`config.mk`:
```
export PLATFORM = sky130hd
export DESIGN_NAME = dispatch_stage_flat
export DESIGN_NICKNAME = d
export VERILOG_FILES = /design/src/rtl/dispatch_pkg.sv /design/src/rtl/dispatch_if.sv /design/src/rtl/dispatch_operand_slot.sv /design/src/rtl/dispatch_stage.sv /design/src/flat_wrapper.sv
export SDC_FILE = /design/constraint.sdc
export NUM_CORES = 1
export LEC_CHECK = 0
export BUFFER_PORTS_ARGS = -buffer_cell sky130_fd_sc_hd__buf_2
export CAP_MARGIN = 20
export CORE_AREA = 5 5 310 312
export DETAILED_ROUTE_END_ITERATION = 10
export DIE_AREA = 0 0 315 317
export PLACE_DENSITY_LB_ADDON = 0.25
export SETUP_SLACK_MARGIN = 0.4
export SLEW_MARGIN = 15
export SYNTH_ARGS = -nofsm -noshare
export SYNTH_HDL_FRONTEND = slang
export SYNTH_HIERARCHICAL = 1
export SYNTH_SLANG_ARGS = --single-unit
```
`constraint.sdc`:
```
create_clock -name clk -period 3.83 [get_ports clk]
set_input_delay 0.1915 -clock clk [delete_from_list [all_inputs] [get_ports clk]]
set_output_delay 0.1915 -clock clk [all_outputs]
set_load 0.02 [all_outputs]
```
`src/rtl/dispatch_pkg.sv`:
```
// Shared types and sizing for the rename->dispatch stage.
// Optional build macro: DISPATCH_PERF_CNT_EN (see dispatch_stage).
package dispatch_pkg;

  localparam int unsigned DISPATCH_WIDTH = 2;
  localparam int unsigned NUM_IQ         = 4;
  localparam int unsigned CDB_PORTS      = 2;
  localparam int unsigned PREG_W         = 6;
  localparam int unsigned DATA_W         = 32;
  localparam int unsigned IQ_SEL_W       = $clog2(NUM_IQ);
  localparam int unsigned SRC_NUM        = 2 * DISPATCH_WIDTH;

  typedef enum logic [IQ_SEL_W-1:0] {IQ_ALU0, IQ_ALU1, IQ_LSU, IQ_MDU} iq_id_e;

  typedef struct packed {
    logic [31:0]       pc;
    logic [PREG_W-1:0] dest;
    logic [25:0]       ctrl;
  } disp_uop_t;

  typedef struct packed {
    logic              valid;
    logic [PREG_W-1:0] preg;
    logic [DATA_W-1:0] data;
  } cdb_pkg_t;

  // Tag 0 is the hardwired zero register and never matches a broadcast.
  function automatic logic cdb_hit(input cdb_pkg_t c, input logic [PREG_W-1:0] preg);
    return c.valid && (c.preg == preg) && (preg != '0);
  endfunction

endpackage

```
`src/rtl/dispatch_if.sv`:
```
// Dispatch bus from the stage to the issue queues: per-queue handshake plus
// the held bundle's masks, operands and uops shared by all queues.
interface dispatch_if #(
  parameter int unsigned DispatchWidth = dispatch_pkg::DISPATCH_WIDTH,
  parameter int unsigned NumIq         = dispatch_pkg::NUM_IQ
);
  import dispatch_pkg::*;

  localparam int unsigned SrcNum = 2 * DispatchWidth;

  logic [NumIq-1:0]                     valid;
  logic [NumIq-1:0]                     ready;
  logic [NumIq-1:0][DispatchWidth-1:0]  mask;
  logic [SrcNum-1:0]                    src_rdy;
  logic [SrcNum-1:0][DATA_W-1:0]        src_data;
  disp_uop_t [DispatchWidth-1:0]        uop;

  modport master (output valid, mask, src_rdy, src_data, uop, input ready);
  modport slave  (input valid, mask, src_rdy, src_data, uop, output ready);

endinterface

```
`src/rtl/dispatch_operand_slot.sv`:
```
// One source operand of the held bundle: tag, ready bit and data, filled at
// load time and completed from the CDB (lowest port first) or the ROB.
module dispatch_operand_slot import dispatch_pkg::*; #(
  parameter int unsigned CdbPorts = CDB_PORTS
) (
  input  logic                         clk,
  input  logic                         rst,
  input  logic                         load,
  input  logic                         hold,
  input  logic [PREG_W-1:0]            load_preg,
  input  logic                         load_rdy,
  input  logic [DATA_W-1:0]            load_data,
  input  cdb_pkg_t [CdbPorts-1:0]      cdb,
  input  logic                         rob_cpl,
  input  logic [DATA_W-1:0]            rob_data,
  output logic [PREG_W-1:0]            preg,
  output logic                         rdy,
  output logic [DATA_W-1:0]            data
);

  logic [PREG_W-1:0] preg_q, preg_d;
  logic              rdy_q, rdy_d;
  logic [DATA_W-1:0] data_q, data_d;
  logic              load_hit, held_hit;
  logic [DATA_W-1:0] load_hit_data, held_hit_data;

  always_comb begin
    load_hit      = 1'b0;
    load_hit_data = '0;
    held_hit      = 1'b0;
    held_hit_data = '0;
    // Walk high to low so the lowest matching port is the one that sticks.
    for (int c = int'(CdbPorts) - 1; c >= 0; c--) begin
      if (cdb_hit(cdb[c], load_preg)) begin
        load_hit      = 1'b1;
        load_hit_data = cdb[c].data;
      end
      if (cdb_hit(cdb[c], preg_q)) begin
        held_hit      = 1'b1;
        held_hit_data = cdb[c].data;
      end
    end

    preg_d = preg_q;
    rdy_d  = rdy_q;
    data_d = data_q;
    if (load) begin
      preg_d = load_preg;
      rdy_d  = load_rdy | load_hit | (load_preg == '0);
      data_d = load_hit ? load_hit_data : load_data;
    end else if (hold && !rdy_q) begin
      if (held_hit) begin
        rdy_d  = 1'b1;
        data_d = held_hit_data;
      end else if (rob_cpl) begin
        rdy_d  = 1'b1;
        data_d = rob_data;
      end
    end
  end

  always_ff @(posedge clk or posedge rst) begin
    if (rst) begin
      preg_q <= '0;
      rdy_q  <= 1'b0;
      data_q <= '0;
    end else begin
      preg_q <= preg_d;
      rdy_q  <= rdy_d;
      data_q <= data_d;
    end
  end

  assign preg = preg_q;
  assign rdy  = rdy_q;
  assign data = data_q;

endmodule

```
`src/rtl/dispatch_stage.sv`:
```
// One-entry bundle buffer between rename and the issue queues / ROB with
// partial per-target acceptance. DISPATCH_PERF_CNT_EN adds stall/insts counters.
module dispatch_stage import dispatch_pkg::*; #(
  parameter int unsigned  DispatchWidth = DISPATCH_WIDTH,
  parameter int unsigned  NumIq         = NUM_IQ,
  parameter int unsigned  CdbPorts      = CDB_PORTS,
  localparam int unsigned IqSelW        = (NumIq > 1) ? $clog2(NumIq) : 1,
  localparam int unsigned SrcNum        = 2 * DispatchWidth
) (
  input  logic                                clk,
  input  logic                                rst,
  input  logic                                flush_i,
  input  logic                                in_valid_i,
  output logic                                in_ready_o,
  input  logic [DispatchWidth-1:0]            in_inst_valid_i,
  input  logic [DispatchWidth-1:0][IqSelW-1:0] in_iq_sel_i,
  input  logic [SrcNum-1:0][PREG_W-1:0]       in_src_preg_i,
  input  logic [SrcNum-1:0]                   in_src_rdy_i,
  input  logic [SrcNum-1:0][DATA_W-1:0]       in_src_data_i,
  input  disp_uop_t [DispatchWidth-1:0]       in_uop_i,
  input  logic [SrcNum-1:0][DATA_W-1:0]       rob_rd_data_i,
  input  logic [SrcNum-1:0]                   rob_rd_cpl_i,
  output logic [SrcNum-1:0][PREG_W-1:0]       rob_rd_preg_o,
  output logic                                rob_alloc_valid_o,
  input  logic                                rob_alloc_ready_i,
  input  logic [CdbPorts-1:0]                 cdb_valid_i,
  input  logic [CdbPorts-1:0][PREG_W-1:0]     cdb_preg_i,
  input  logic [CdbPorts-1:0][DATA_W-1:0]     cdb_data_i,
  dispatch_if.master                          iq
`ifdef DISPATCH_PERF_CNT_EN
  ,
  output logic [31:0]                         stall_cycles_o,
  output logic [31:0]                         disp_insts_o
`endif
);

  logic                                 held_valid_q;
  logic [DispatchWidth-1:0]             inst_valid_q;
  logic [DispatchWidth-1:0][IqSelW-1:0] sel_q;
  disp_uop_t [DispatchWidth-1:0]        uop_q;
  logic [NumIq-1:0]                     done_q, need, xfer;
  logic [NumIq-1:0][DispatchWidth-1:0]  mask;
  logic                                 done_rob_q, need_rob, rob_xfer;
  logic                                 retire, accept;
  cdb_pkg_t [CdbPorts-1:0]              cdb;

  always_comb begin
    mask = '0;
    for (int q = 0; q < int'(NumIq); q++) begin
      for (int i = 0; i < int'(DispatchWidth); i++) begin
        mask[q][i] = inst_valid_q[i] && (sel_q[i] == IqSelW'(q));
      end
      need[q] = |mask[q];
    end
  end

  always_comb begin
    for (int c = 0; c < int'(CdbPorts); c++) begin
      cdb[c].valid = cdb_valid_i[c];
      cdb[c].preg  = cdb_preg_i[c];
      cdb[c].data  = cdb_data_i[c];
    end
  end

  assign need_rob          = |inst_valid_q;
  assign iq.valid          = {NumIq{held_valid_q}} & need & ~done_q;
  assign rob_alloc_valid_o = held_valid_q & need_rob & ~done_rob_q;
  assign xfer              = iq.valid & iq.ready;
  assign rob_xfer          = rob_alloc_valid_o & rob_alloc_ready_i;
  assign retire            = held_valid_q & (&(~need | done_q | xfer)) &
                             (~need_rob | done_rob_q | rob_xfer);
  assign in_ready_o        = ~flush_i & (~held_valid_q | retire);
  assign accept            = in_valid_i & in_ready_o;
  assign iq.mask           = mask;
  assign iq.uop            = uop_q;

  always_ff @(posedge clk or posedge rst) begin
    if (rst) begin
      held_valid_q <= 1'b0;
      inst_valid_q <= '0;
      sel_q        <= '0;
      uop_q        <= '0;
      done_q       <= '0;
      done_rob_q   <= 1'b0;
    end else if (flush_i) begin
      held_valid_q <= 1'b0;
      inst_valid_q <= '0;
      done_q       <= '0;
      done_rob_q   <= 1'b0;
    end else if (accept) begin
      // An all-invalid bundle is consumed but never becomes visible.
      held_valid_q <= |in_inst_valid_i;
      inst_valid_q <= in_inst_valid_i;
      sel_q        <= in_iq_sel_i;
      uop_q        <= in_uop_i;
      done_q       <= '0;
      done_rob_q   <= 1'b0;
    end else if (retire) begin
      held_valid_q <= 1'b0;
      inst_valid_q <= '0;
      done_q       <= '0;
      done_rob_q   <= 1'b0;
    end else if (held_valid_q) begin
      done_q       <= done_q | xfer;
      done_rob_q   <= done_rob_q | rob_xfer;
    end
  end

  for (genvar s = 0; s < SrcNum; s++) begin : g_src
    dispatch_operand_slot #(
      .CdbPorts (CdbPorts)
    ) u_slot (
      .clk       (clk),
      .rst       (rst),
      .load      (accept),
      .hold      (held_valid_q),
      .load_preg (in_src_preg_i[s]),
      .load_rdy  (in_src_rdy_i[s]),
      .load_data (in_src_data_i[s]),
      .cdb       (cdb),
      .rob_cpl   (rob_rd_cpl_i[s]),
      .rob_data  (rob_rd_data_i[s]),
      .preg      (rob_rd_preg_o[s]),
      .rdy       (iq.src_rdy[s]),
      .data      (iq.src_data[s])
    );
  end

`ifdef DISPATCH_PERF_CNT_EN
  logic [31:0] stall_q, insts_q, retire_cnt;
  logic [32:0] insts_sum;

  always_comb begin
    retire_cnt = '0;
    for (int i = 0; i < int'(DispatchWidth); i++) begin
      retire_cnt = retire_cnt + 32'(inst_valid_q[i]);
    end
    insts_sum = {1'b0, insts_q} + {1'b0, retire_cnt};
  end

  always_ff @(posedge clk or posedge rst) begin
    if (rst) begin
      stall_q <= '0;
      insts_q <= '0;
    end else begin
      if (held_valid_q && !retire && (stall_q != '1)) stall_q <= stall_q + 32'd1;
      if (retire) insts_q <= insts_sum[32] ? '1 : insts_sum[31:0];
    end
  end

  assign stall_cycles_o = stall_q;
  assign disp_insts_o   = insts_q;
`endif

endmodule
```
`src/flat_wrapper.sv`:
```
// flat-port wrapper written by rule: the top's interface ports become plain ports
module dispatch_stage_flat import dispatch_pkg::*;
#(
  parameter int unsigned  DispatchWidth = DISPATCH_WIDTH,
  parameter int unsigned  NumIq         = NUM_IQ,
  parameter int unsigned  CdbPorts      = CDB_PORTS,
  localparam int unsigned IqSelW        = (NumIq > 1) ? $clog2(NumIq) : 1,
  localparam int unsigned SrcNum        = 2 * DispatchWidth
)
  (clk, rst, flush_i, in_valid_i, in_ready_o, in_inst_valid_i, in_iq_sel_i, in_src_preg_i, in_src_rdy_i, in_src_data_i, in_uop_i, rob_rd_data_i, rob_rd_cpl_i, rob_rd_preg_o, rob_alloc_valid_o, rob_alloc_ready_i, cdb_valid_i, cdb_preg_i, cdb_data_i, iq_valid, iq_mask, iq_src_rdy, iq_src_data, iq_uop, iq_ready);
  dispatch_if #(.DispatchWidth(DispatchWidth), .NumIq(NumIq)) iq_i ();
  input  logic clk;
  input  logic rst;
  input  logic flush_i;
  input  logic in_valid_i;
  output logic in_ready_o;
  input  logic [DispatchWidth-1:0] in_inst_valid_i;
  input  logic [DispatchWidth-1:0][IqSelW-1:0] in_iq_sel_i;
  input  logic [SrcNum-1:0][PREG_W-1:0] in_src_preg_i;
  input  logic [SrcNum-1:0] in_src_rdy_i;
  input  logic [SrcNum-1:0][DATA_W-1:0] in_src_data_i;
  input  disp_uop_t [DispatchWidth-1:0] in_uop_i;
  input  logic [SrcNum-1:0][DATA_W-1:0] rob_rd_data_i;
  input  logic [SrcNum-1:0] rob_rd_cpl_i;
  output logic [SrcNum-1:0][PREG_W-1:0] rob_rd_preg_o;
  output logic rob_alloc_valid_o;
  input  logic rob_alloc_ready_i;
  input  logic [CdbPorts-1:0] cdb_valid_i;
  input  logic [CdbPorts-1:0][PREG_W-1:0] cdb_preg_i;
  input  logic [CdbPorts-1:0][DATA_W-1:0] cdb_data_i;
  output wire logic [$bits(iq_i.valid)-1:0] iq_valid;
  output wire logic [$bits(iq_i.mask)-1:0] iq_mask;
  output wire logic [$bits(iq_i.src_rdy)-1:0] iq_src_rdy;
  output wire logic [$bits(iq_i.src_data)-1:0] iq_src_data;
  output wire logic [$bits(iq_i.uop)-1:0] iq_uop;
  input wire logic [$bits(iq_i.ready)-1:0] iq_ready;
  assign iq_valid = iq_i.valid;
  assign iq_mask = iq_i.mask;
  assign iq_src_rdy = iq_i.src_rdy;
  assign iq_src_data = iq_i.src_data;
  assign iq_uop = iq_i.uop;
  assign iq_i.ready = iq_ready;
  dispatch_stage #(.DispatchWidth(DispatchWidth), .NumIq(NumIq), .CdbPorts(CdbPorts)) u_core (.clk(clk), .rst(rst), .flush_i(flush_i), .in_valid_i(in_valid_i), .in_ready_o(in_ready_o), .in_inst_valid_i(in_inst_valid_i), .in_iq_sel_i(in_iq_sel_i), .in_src_preg_i(in_src_preg_i), .in_src_rdy_i(in_src_rdy_i), .in_src_data_i(in_src_data_i), .in_uop_i(in_uop_i), .rob_rd_data_i(rob_rd_data_i), .rob_rd_cpl_i(rob_rd_cpl_i), .rob_rd_preg_o(rob_rd_preg_o), .rob_alloc_valid_o(rob_alloc_valid_o), .rob_alloc_ready_i(rob_alloc_ready_i), .cdb_valid_i(cdb_valid_i), .cdb_preg_i(cdb_preg_i), .cdb_data_i(cdb_data_i), .iq(iq_i));
endmodule
```
# Yosys cells after proc, flatten, opt, wreduce, memory -nomap -nowiden
# Index checks and enable logic that the tools add are counted.
# totals
reg_bits,296
in_bits,509
out_inout_bits,298
word_cells,243
# op_classes
eq_ne,22
muxes,82
n_bitwise,31
n_reduce_logical,84
# ops
operator,n
32-bit 2-to-1 mux,36
6-bit == test,16
6-bit nonzero test,8
1-bit logical AND,44
1-bit 2-to-1 mux,39
6-bit zero test,4
4-bit 2-to-1 mux,4
3-bit nonzero test,5
4-bit bitwise AND,3
1-bit OR,12
4-bit OR,3
2-bit OR reduction,6
2-bit AND reduction,5
"2-bit == test, second input constant",4
4-bit NOT,2
2-bit nonzero test,4
1-bit bitwise AND,7
2-bit 2-to-1 mux,3
"2-bit by 1-bit == test with 1-bit output, second input constant",2
1-bit zero test,4
2-bit zero test,2
1-bit NOT,4
4-bit AND reduction,1
4-bit nonzero test,1

# Longest topological paths before layout
# Gate-level depths: netlist of the first run.
# depth
ltp_word,15
mapped_depth,15
mapped_depth_nobuf,9

# Hierarchy
# The synthesis of the first run kept the hierarchy.
# modules_own_cells
mod,instances,cells_each,area_each_um2,seq_area_each_um2
dispatch_operand_slot,4,422,3378.2,975.9
dispatch_stage,1,350,5701.7,3503.4

# Least setup slack after synthesis of the first run
# No wires, ideal clock.
# synth_path
path_kind,register to register
startpoint,reg u_core/sel_q[2] (netlist name)
endpoint,reg u_core.g_src[0].u_slot.data_q[22]
arrival_time_ns,3.218
path_slack_ns,0.488
stages_incl_launch_ff,16
synth_period_minus_slack_ns,3.342
path_cell_list,dfrtp_1 > nor3b_1 > nor2_1 > o311ai_2 > o31a_1 > buf_6 > buf_12 > buf_8 > inv_1 > clkbuf_1 > nor2_1 > a31o_1 > buf_2 > clkbuf_1 > nand2b_1 > o31a_1
# synth_via
elab_chain_cells,15
word_cells_on_any_way,28
cone_classes,3 x eq/ne; 1 x mux; 11 x bitwise; 13 x reduce/logical
# synth_rtl
item,line_no,source
"start, declared",dispatch_stage.sv:39,logic [DispatchWidth-1:0][IqSelW-1:0] sel_q;
"start signal, assigned",dispatch_stage.sv:94,sel_q <= in_iq_sel_i;
2-bit zero test (*),dispatch_stage.sv:51,mask[q][i] = inst_valid_q[i] && (sel_q[i] == IqSelW'(q));
1-bit logical AND (*),dispatch_stage.sv:51,
named net iq_mask[1],flat_wrapper.sv:32,output wire logic [$bits(iq_i.mask)-1:0] iq_mask;
2-bit OR reduction (*),dispatch_stage.sv:53,need[q] = |mask[q];
4-bit bitwise AND (2 in a row),dispatch_stage.sv:66,assign iq.valid = {NumIq{held_valid_q}} & need & ~done_q;
4-bit bitwise AND,dispatch_stage.sv:68,assign xfer = iq.valid & iq.ready;
4-bit OR (*),dispatch_stage.sv:70,assign retire = held_valid_q & (&(~need | done_q | xfer)) &
4-bit AND reduction (*),dispatch_stage.sv:70,
1-bit bitwise AND (*) (2 in a row),dispatch_stage.sv:70,
1-bit OR (*),dispatch_stage.sv:72,assign in_ready_o = ~flush_i & (~held_valid_q | retire);
1-bit bitwise AND (*),dispatch_stage.sv:72,
1-bit bitwise AND (*),dispatch_stage.sv:73,assign accept = in_valid_i & in_ready_o;
named net u_core.accept,dispatch_stage.sv:44,"logic retire, accept;"
3-bit nonzero test (no line) or 2-bit nonzero test (tied branches),--,
2-bit AND reduction (no line),--,
"end signal, assigned",dispatch_operand_slot.sv:70,data_q <= data_d;
"end, declared",dispatch_operand_slot.sv:23,"logic [DATA_W-1:0] data_q, data_d;"
# Mark *: on every way through the listed nets, which the timed path passes. The rest lies on a longest branch.
# A chain may end at the register's enable or synchronous reset.

# Worst setup path after layout of the first run
# layout_path
startpoint,reg u_core/sel_q[1] (netlist name)
endpoint,reg u_core.g_src[1].u_slot.rdy_q
# layout_via
elab_chain_cells,15
word_cells_on_any_way,28
cone_classes,3 x eq/ne; 1 x mux; 11 x bitwise; 13 x reduce/logical
# layout_rtl
item,line_no,source
2-bit by 1-bit == test with 1-bit output (tied with other cells),dispatch_stage.sv:51,
1-bit logical AND,dispatch_stage.sv:51,
2-bit OR reduction,dispatch_stage.sv:53,
4-bit bitwise AND (2 in a row),dispatch_stage.sv:66,
4-bit bitwise AND,dispatch_stage.sv:68,
4-bit OR (*),dispatch_stage.sv:70,
4-bit AND reduction (*),dispatch_stage.sv:70,
1-bit bitwise AND (*) (2 in a row),dispatch_stage.sv:70,
1-bit OR (*),dispatch_stage.sv:72,
1-bit bitwise AND (*),dispatch_stage.sv:72,
1-bit bitwise AND (*),dispatch_stage.sv:73,
named net u_core.accept,dispatch_stage.sv:44,
3-bit nonzero test (no line) or 2-bit nonzero test (tied branches),--,
2-bit AND reduction (no line),--,
"end signal, assigned",dispatch_operand_slot.sv:69,rdy_q <= rdy_d;
"end, declared",dispatch_operand_slot.sv:22,"logic rdy_q, rdy_d;"
# Marks and branches as above.

==> flow_summary.ini, run 1 <==
[status]
status = finished, final reports clean

[timing]
slew_headroom_pct = 28.1
clock-skew-final_ps = 30.7
worstMarginPinSlew_ps = 1080
setup_violations = 0
post-route-period-util_pct = 79.3
timing.fmax_mhz = 329
finalSetupTns_ps = 0
hold_viol = 0
min_period_ps = 3040
rsz0062_at_grt = no
slew_viol_final = 0

[critical_path]
start_kind = register
critPathRequiredTime_ps = 4250
cp-end-kind = register
path_class = register to register
critPathMaxFanout = 54
crit_arrival_ps = 3460

[synthesis]
yosysTopAreaCell = dfrtp_1
syn_inst = 2038
yosys_most_used_dff = dfrtp_1
synth_edf_count = 0
netlist_area_sq_um = 19200
synth.distinct_cells = 49
ys_ff_latch = 296
seq_area_frac_synth_pct = 38.5
synth_top_area_share_pct = 38.5
avgSynthCellArea_sq_um = 9.43
async_flop_share_pct = 100
synth_fp_nets = 2547
synth_area_leaders = dfrtp_1 39%, mux2i_1 6.7%, mux2_2 6.4%, o31a_1 5.7%, a311oi_1 5.7%
synthesis.yosys.warnings = 6

[final_layout]
nets = 3450
drive_gt1_share_pct = 37.5
area_growth_pct = 44.1
fin_util_pct = 29.9
fill_cells = 9969

[route]
drc_errors = 0
routed-via-count = 20500
drt_iter0_drc = 1697
drtAntennaViolNets = 0
routed_wl_um = 119000
vias_per_cell = 4.83
wl_per_cell_um = 28.1
firstDrtPassIters = 6

[clocking]
clk_pin_slew_ps = 50
post_cts_buffers = 0
h-tree-depth = 2
ctsHoldBuffers = 174
clockBufferDepth = 3
clock-sinks = 296
cts_buffers = 43
cts.repair.resized = 0
root_buffer = clkbuf_16
clk_latency_ps = 590
cts_tree = yes

[floorplanning]
rows = 112
ioPinCount = 807
die_w_um = 315
fp.dieH_um = 317
dieArea_sq_um = 99900
coreArea_sq_um = 92800
initial_utilization_pct = 20.7

[placed_design]
dp_hpwl_um = 93300
port_buffers = 806
gp_congestion = 0.908

[pwr]
peakVddDrop_v = 0.000324
power.leakage_nw = 11.9
p_int_mw = 9.09
p_seq_share_pct = 32.1
p_clk_share_pct = 26.3
power_density_nw_per_um2 = 550
p_sw_share_pct = 40.3
p_comb_share_pct = 41.6
switchingPower_mw = 6.13

[grt]
grtUsageTotal_pct = 22.6
grt_max_degree = 135
grt-ovfl-total = 0
grt_pass1_vias = 20800
grt_pass1_wl_um = 161000
grt_antenna_before_repair = 34

[job]
max-cap-violations = 0

[min_path]
hp-class = input pin to register
-- Yosys cell counts (5+ instances only) --
library cell	count
dfrtp_1	296
nand2_1	261
nor2_1	153
a21oi_1	131
o21ai_1	129
mux2i_1	128
nand2b_1	126
o31a_1	126
a311oi_1	124
mux2_2	109
clkbuf_1	85
xnor2_1	72
mux2_4	47
buf_2	36
xor2_1	24
inv_1	20
nand3_1	20
buf_6	17
buf_4	16
buf_1	12
nor3_1	10
and4_1	8
nand4_1	8
nor4_1	8
a31oi_1	6
and3_1	6
buf_12	5
-- kinds of logic (layout without fill, tap and decap cells) --
group | Yosys count | count (layout) | share of synthesized area [%]
muxes | 284 | 284 | 16.7
other | 0 | 18 | 0
xor gates and xnor gates | 96 | 96 | 4.38
DFF | 296 | 296 | 38.5
and+or+nand+nor | 629 | 629 | 15.5
buffers and inverters | 192 | 1122 | 5.44
AOI/OAI and AO/OA | 541 | 541 | 19.4
-- worst max-delay path: stages, from the launching register on --
cell and delay, ps:
dfrtp_1 440, and3_1 220, o21ai_0 190, o311ai_2 170, o31a_2 450, inv_8 290, buf_4 560, inv_1 120
nor4_1 280, a22oi_1 100
-- registers in the layout, summed over array words and instances, names as in the netlist --
register                  flops
u_core/g_src.u_slot/rdy       4
u_core/g_src.u_slot/preg     24
u_core/iq.uop               128
u_core/done_rob_q             1
u_core/inst_valid_q           2
u_core/g_src.u_slot/data    128
u_core/done_q                 4
u_core/held_valid_q           1
u_core/sel_q                  4
-- stage by stage --
| step | total power [mW] | instances | setup WS [ps] | hold WS, ps | area, sq um |
|---|---|---|---|---|---|
| 2_1_floorplan | 8.37 | 2038 | 488 | 301 | 19200 |
| 3_3_place_gp | 11.1 | 3972 | 772 | 350 | 24400 |
| 3_5_place_dp | 11.2 | 3973 | 781 | 343 | 24500 |
| 4_1_cts | 15.4 | 4219 | 780 | 1.02 | 27600 |
| 5_1_grt | 16.0 | 4227 | 524 | 36.5 | 27700 |
| 6_report | 15.2 | 4240 | 791 | 52.1 | 27700 |
-- area by class of cell --
cell class | count | area, sq um | area share, %
antenna | 18 | 45.0 | 0.163
clock buffer | 59 | 1220 | 4.39
clock inverter | 13 | 169 | 0.610
inverter | 20 | 86.3 | 0.312
multi-input combinational | 1550 | 10800 | 39.1
sequential | 296 | 7410 | 26.7
tap | 1254 | 1570 | 5.66
timing repair buffer | 1030 | 6380 | 23.0
-- power groups by stage --
stage | Sequential [mW] | Clock (mW) | Combinational [mW]
4_1_cts | 4.88 | 4.16 | 6.40
6_report | 4.88 | 4.01 | 6.33
3_5_place_dp | 4.91 | 0 | 6.24
3_3_place_gp | 4.92 | 0 | 6.18
2_1_floorplan | 6.08 | 0 | 2.30
5_1_grt | 5.00 | 4.26 | 6.72
-- cells in the final DEF (no fill, tap or decap), types with 10 or more instances in the layout --
cell,instances
nor3_1,10
nand3_1,13
diode_2,18
mux2_4,47
a21oi_1,131
xnor2_1,72
dlygate4sd3_1,174
buf_4,32
nand2_1,261
o21ai_1,129
buf_2,806
mux2i_1,128
clkbuf_16,43
inv_1,14
mux2_2,109
a311oi_1,124
o31a_1,125
nor2_1,153
dfrtp_1,296
buf_12,18
nand2b_1,126
xor2_1,24
-- final timing paths --
check | slack [ps] | cells after the start | from | to
worst max-delay path | 790 | 9 | u_core/sel_q[1] | u_core/g_src[1].u_slot/rdy
worst min-delay path | 50 | 4 | in_src_data_i[13] | u_core/g_src[0].u_slot/data[13]
worst max register to register | 790 | 9 | u_core/sel_q[1] | u_core/g_src[1].u_slot/rdy
worst min register to register | 490 | 1 | u_core/g_src[2].u_slot/data[31] | u_core/g_src[2].u_slot/data[31]
max in group asynchronous | 2600 | 4 | rst | u_core/iq.uop[66]
min in group asynchronous | 230 | 3 | rst | u_core/g_src[0].u_slot/preg[3]
-- routing by layer --
layer | track usage, % | share of wire, % | vias up
met4 | 9.15 | 4.7 | 24
met1 | 25.0 | 36 | 10000
li1 | - | - | 9224
met5 | 0 | 0.12 | -
met3 | 7.16 | 9.6 | 195
met2 | 40.3 | 49 | 1015
(Power assumes the default switching activity.)
==> run 2, diff against run 1 <==
- CORE_AREA: 5 5 310 312 -> 5 5 315 317
- DIE_AREA: 0 0 315 317 -> 0 0 320 322
- clock period: 3.83 -> 2.86 ns (I/O delays scaled with it)
==> run 2 against run 1 <==
  * Clock power up 44%
  * Worst setup slack worse by 570 ps
  * Utilization up 2.6 points
  * Via count up 5.7%
  * First-iteration DRC count up 13%
  * Critical endpoint is now u_core/g_src[1].u_slot/data[25]
==> flow_summary.ini, run 2 (same netlist as run 1, synthesis figures left out) <==
[placed_design]
port_buffers = 806
dp_hpwl_um = 93000
gp_congestion = 0.899
placed_area_sq_um = 24900
dp_cells = 4024

[route]
drt_iter0_drc = 1924
drtAntennaViolNets = 0
drc_errors = 0
vias_per_cell = 4.83
firstDrtPassIters = 5
routed_wl_um = 127000
routed-via-count = 21700
wl_per_cell_um = 28.2

[timing]
clock-skew-final_ps = 15.3
rsz0062_at_grt = yes
slew_viol_final = 0
hold_viol = 0
setup_violations = 0
finalSetupTns_ps = 0
worstMarginPinSlew_ps = 814
post-route-period-util_pct = 92.3
slew_headroom_pct = 45.6
timing.fmax_mhz = 379
min_period_ps = 2640

[floorplanning]
ioPinCount = 807
fp.dieH_um = 322
dieArea_sq_um = 103000
rows = 114
initial_utilization_pct = 20.0
coreArea_sq_um = 96000
die_w_um = 320

[clocking]
clk_pin_slew_ps = 60
h-tree-depth = 2
clk_latency_ps = 610
clock-sinks = 296
root_buffer = clkbuf_16
cts_tree = yes
cts_buffers = 42
clockBufferDepth = 3

[grt]
grt_pass1_wl_um = 169000
grt_antenna_before_repair = 34
grt_max_degree = 66
grt-ovfl-total = 0
grt_pass1_vias = 21900
grtUsageTotal_pct = 22.6

[pwr]
power_density_nw_per_um2 = 702
power.leakage_nw = 13.5
total_power_mw = 21.9
peakVddDrop_v = 0.000463

[final_layout]
drive_gt1_share_pct = 39.6
final_common_cell = buf_2
final_cell_mix = 805 x buf_2, 291 x dfrtp_1, 287 x dlygate4sd3_1
stdcell_count = 4486
final_area_sq_um = 31100
nets = 3668
fin_util_pct = 32.4
area_growth_pct = 62.0

[critical_path]
critPathRequiredTime_ps = 3350
critPathMaxFanout = 23
path_class = register to register
crit_arrival_ps = 3130
start_kind = register
cp-end-kind = register

[job]
max-cap-violations = 0

[min_path]
hp-class = input pin to register

[status]
status = finished, final reports clean
run 2: changes by cell type in the layout (fill, tap and decap cells not counted), moves of 11 or more:
cell | previous run | this run
buf_6 | 0 | 11
dlygate4sd3_1 | 174 | 287
a311oi_1 | 124 | 105
buf_16 | 0 | 24
a311oi_2 | 0 | 19
buf_4 | 32 | 64
clkbuf_16 | 43 | 58
buf_12 | 18 | 34
run 2: cell type report:
class                      count  area, sq um
fill                       10100        64900
multi-input combinational   1550        11100
timing repair buffer        1248         9390
sequential                   296         7410
tap                         1276         1600
clock buffer                  57         1200
clock inverter                18          290
inverter                      20         95.1
antenna                       20         50.0
timing repair inverter         1         20.0
run 2: what timing repair did:
action | CTS | global route
endpoints found under the hold margin | 396 | 0
gates cloned | 18 | 25
setup buffers | 27 | 9
hold buffers | 287 | 0
pin swaps | 7 | 21
setup endpoints to repair | 222 | 277
resized for setup | 49 | 36
run 2: critical path, stage by stage, from the launching register on:
cell	delay [ps]
dfrtp_2	430
or4bb_4	540
o31ai_4	80
a22o_2	210
o31a_4	210
inv_16	50
buf_12	140
nor2_1	150
a31o_4	280
buf_12	210
nand2b_1	80
o31a_1	100
run 2: final timing paths:
check                           slack (ps)                             from  cells after the start                               to
worst max register to register         220                  u_core/sel_q[0]                     11  u_core/g_src[1].u_slot/data[25]
min in group asynchronous              190                              rst                      3   u_core/g_src[2].u_slot/preg[3]
worst min register to register         490  u_core/g_src[1].u_slot/data[31]                      1  u_core/g_src[1].u_slot/data[31]
worst max-delay path                   220                  u_core/sel_q[0]                     11  u_core/g_src[1].u_slot/data[25]
worst min-delay path                    30                in_src_data_i[26]                      4  u_core/g_src[0].u_slot/data[26]
max in group asynchronous             1720                              rst                      4                 u_core/iq.uop[6]
run 2: metal layers:
layer	global-route usage, %	share of wire [%]	vias to the layer above
li1	-	-	9695
met1	25.6	37	10600
met2	41.2	51	1132
met3	6.13	8.7	178
met4	7.70	3.7	18
met5	0	0.094	-
run 2: per-stage QoR:
stage          worst slack (ps)  hold slack [ps]
4_1_cts                     271           0.0262
5_1_grt                     116             17.7
3_3_place_gp                160              341
6_report                    219             32.2
2_1_floorplan              -119              253
3_5_place_dp                166              341
run 2: power by group:
group	switching (mW)	total, mW	leakage (nW)	internal (mW)
clock	2.30	5.79	0.732	3.50
combinational	5.42	9.52	9.38	4.10
sequential	0.944	6.55	3.40	5.60
total	8.66	21.9	13.5	13.2
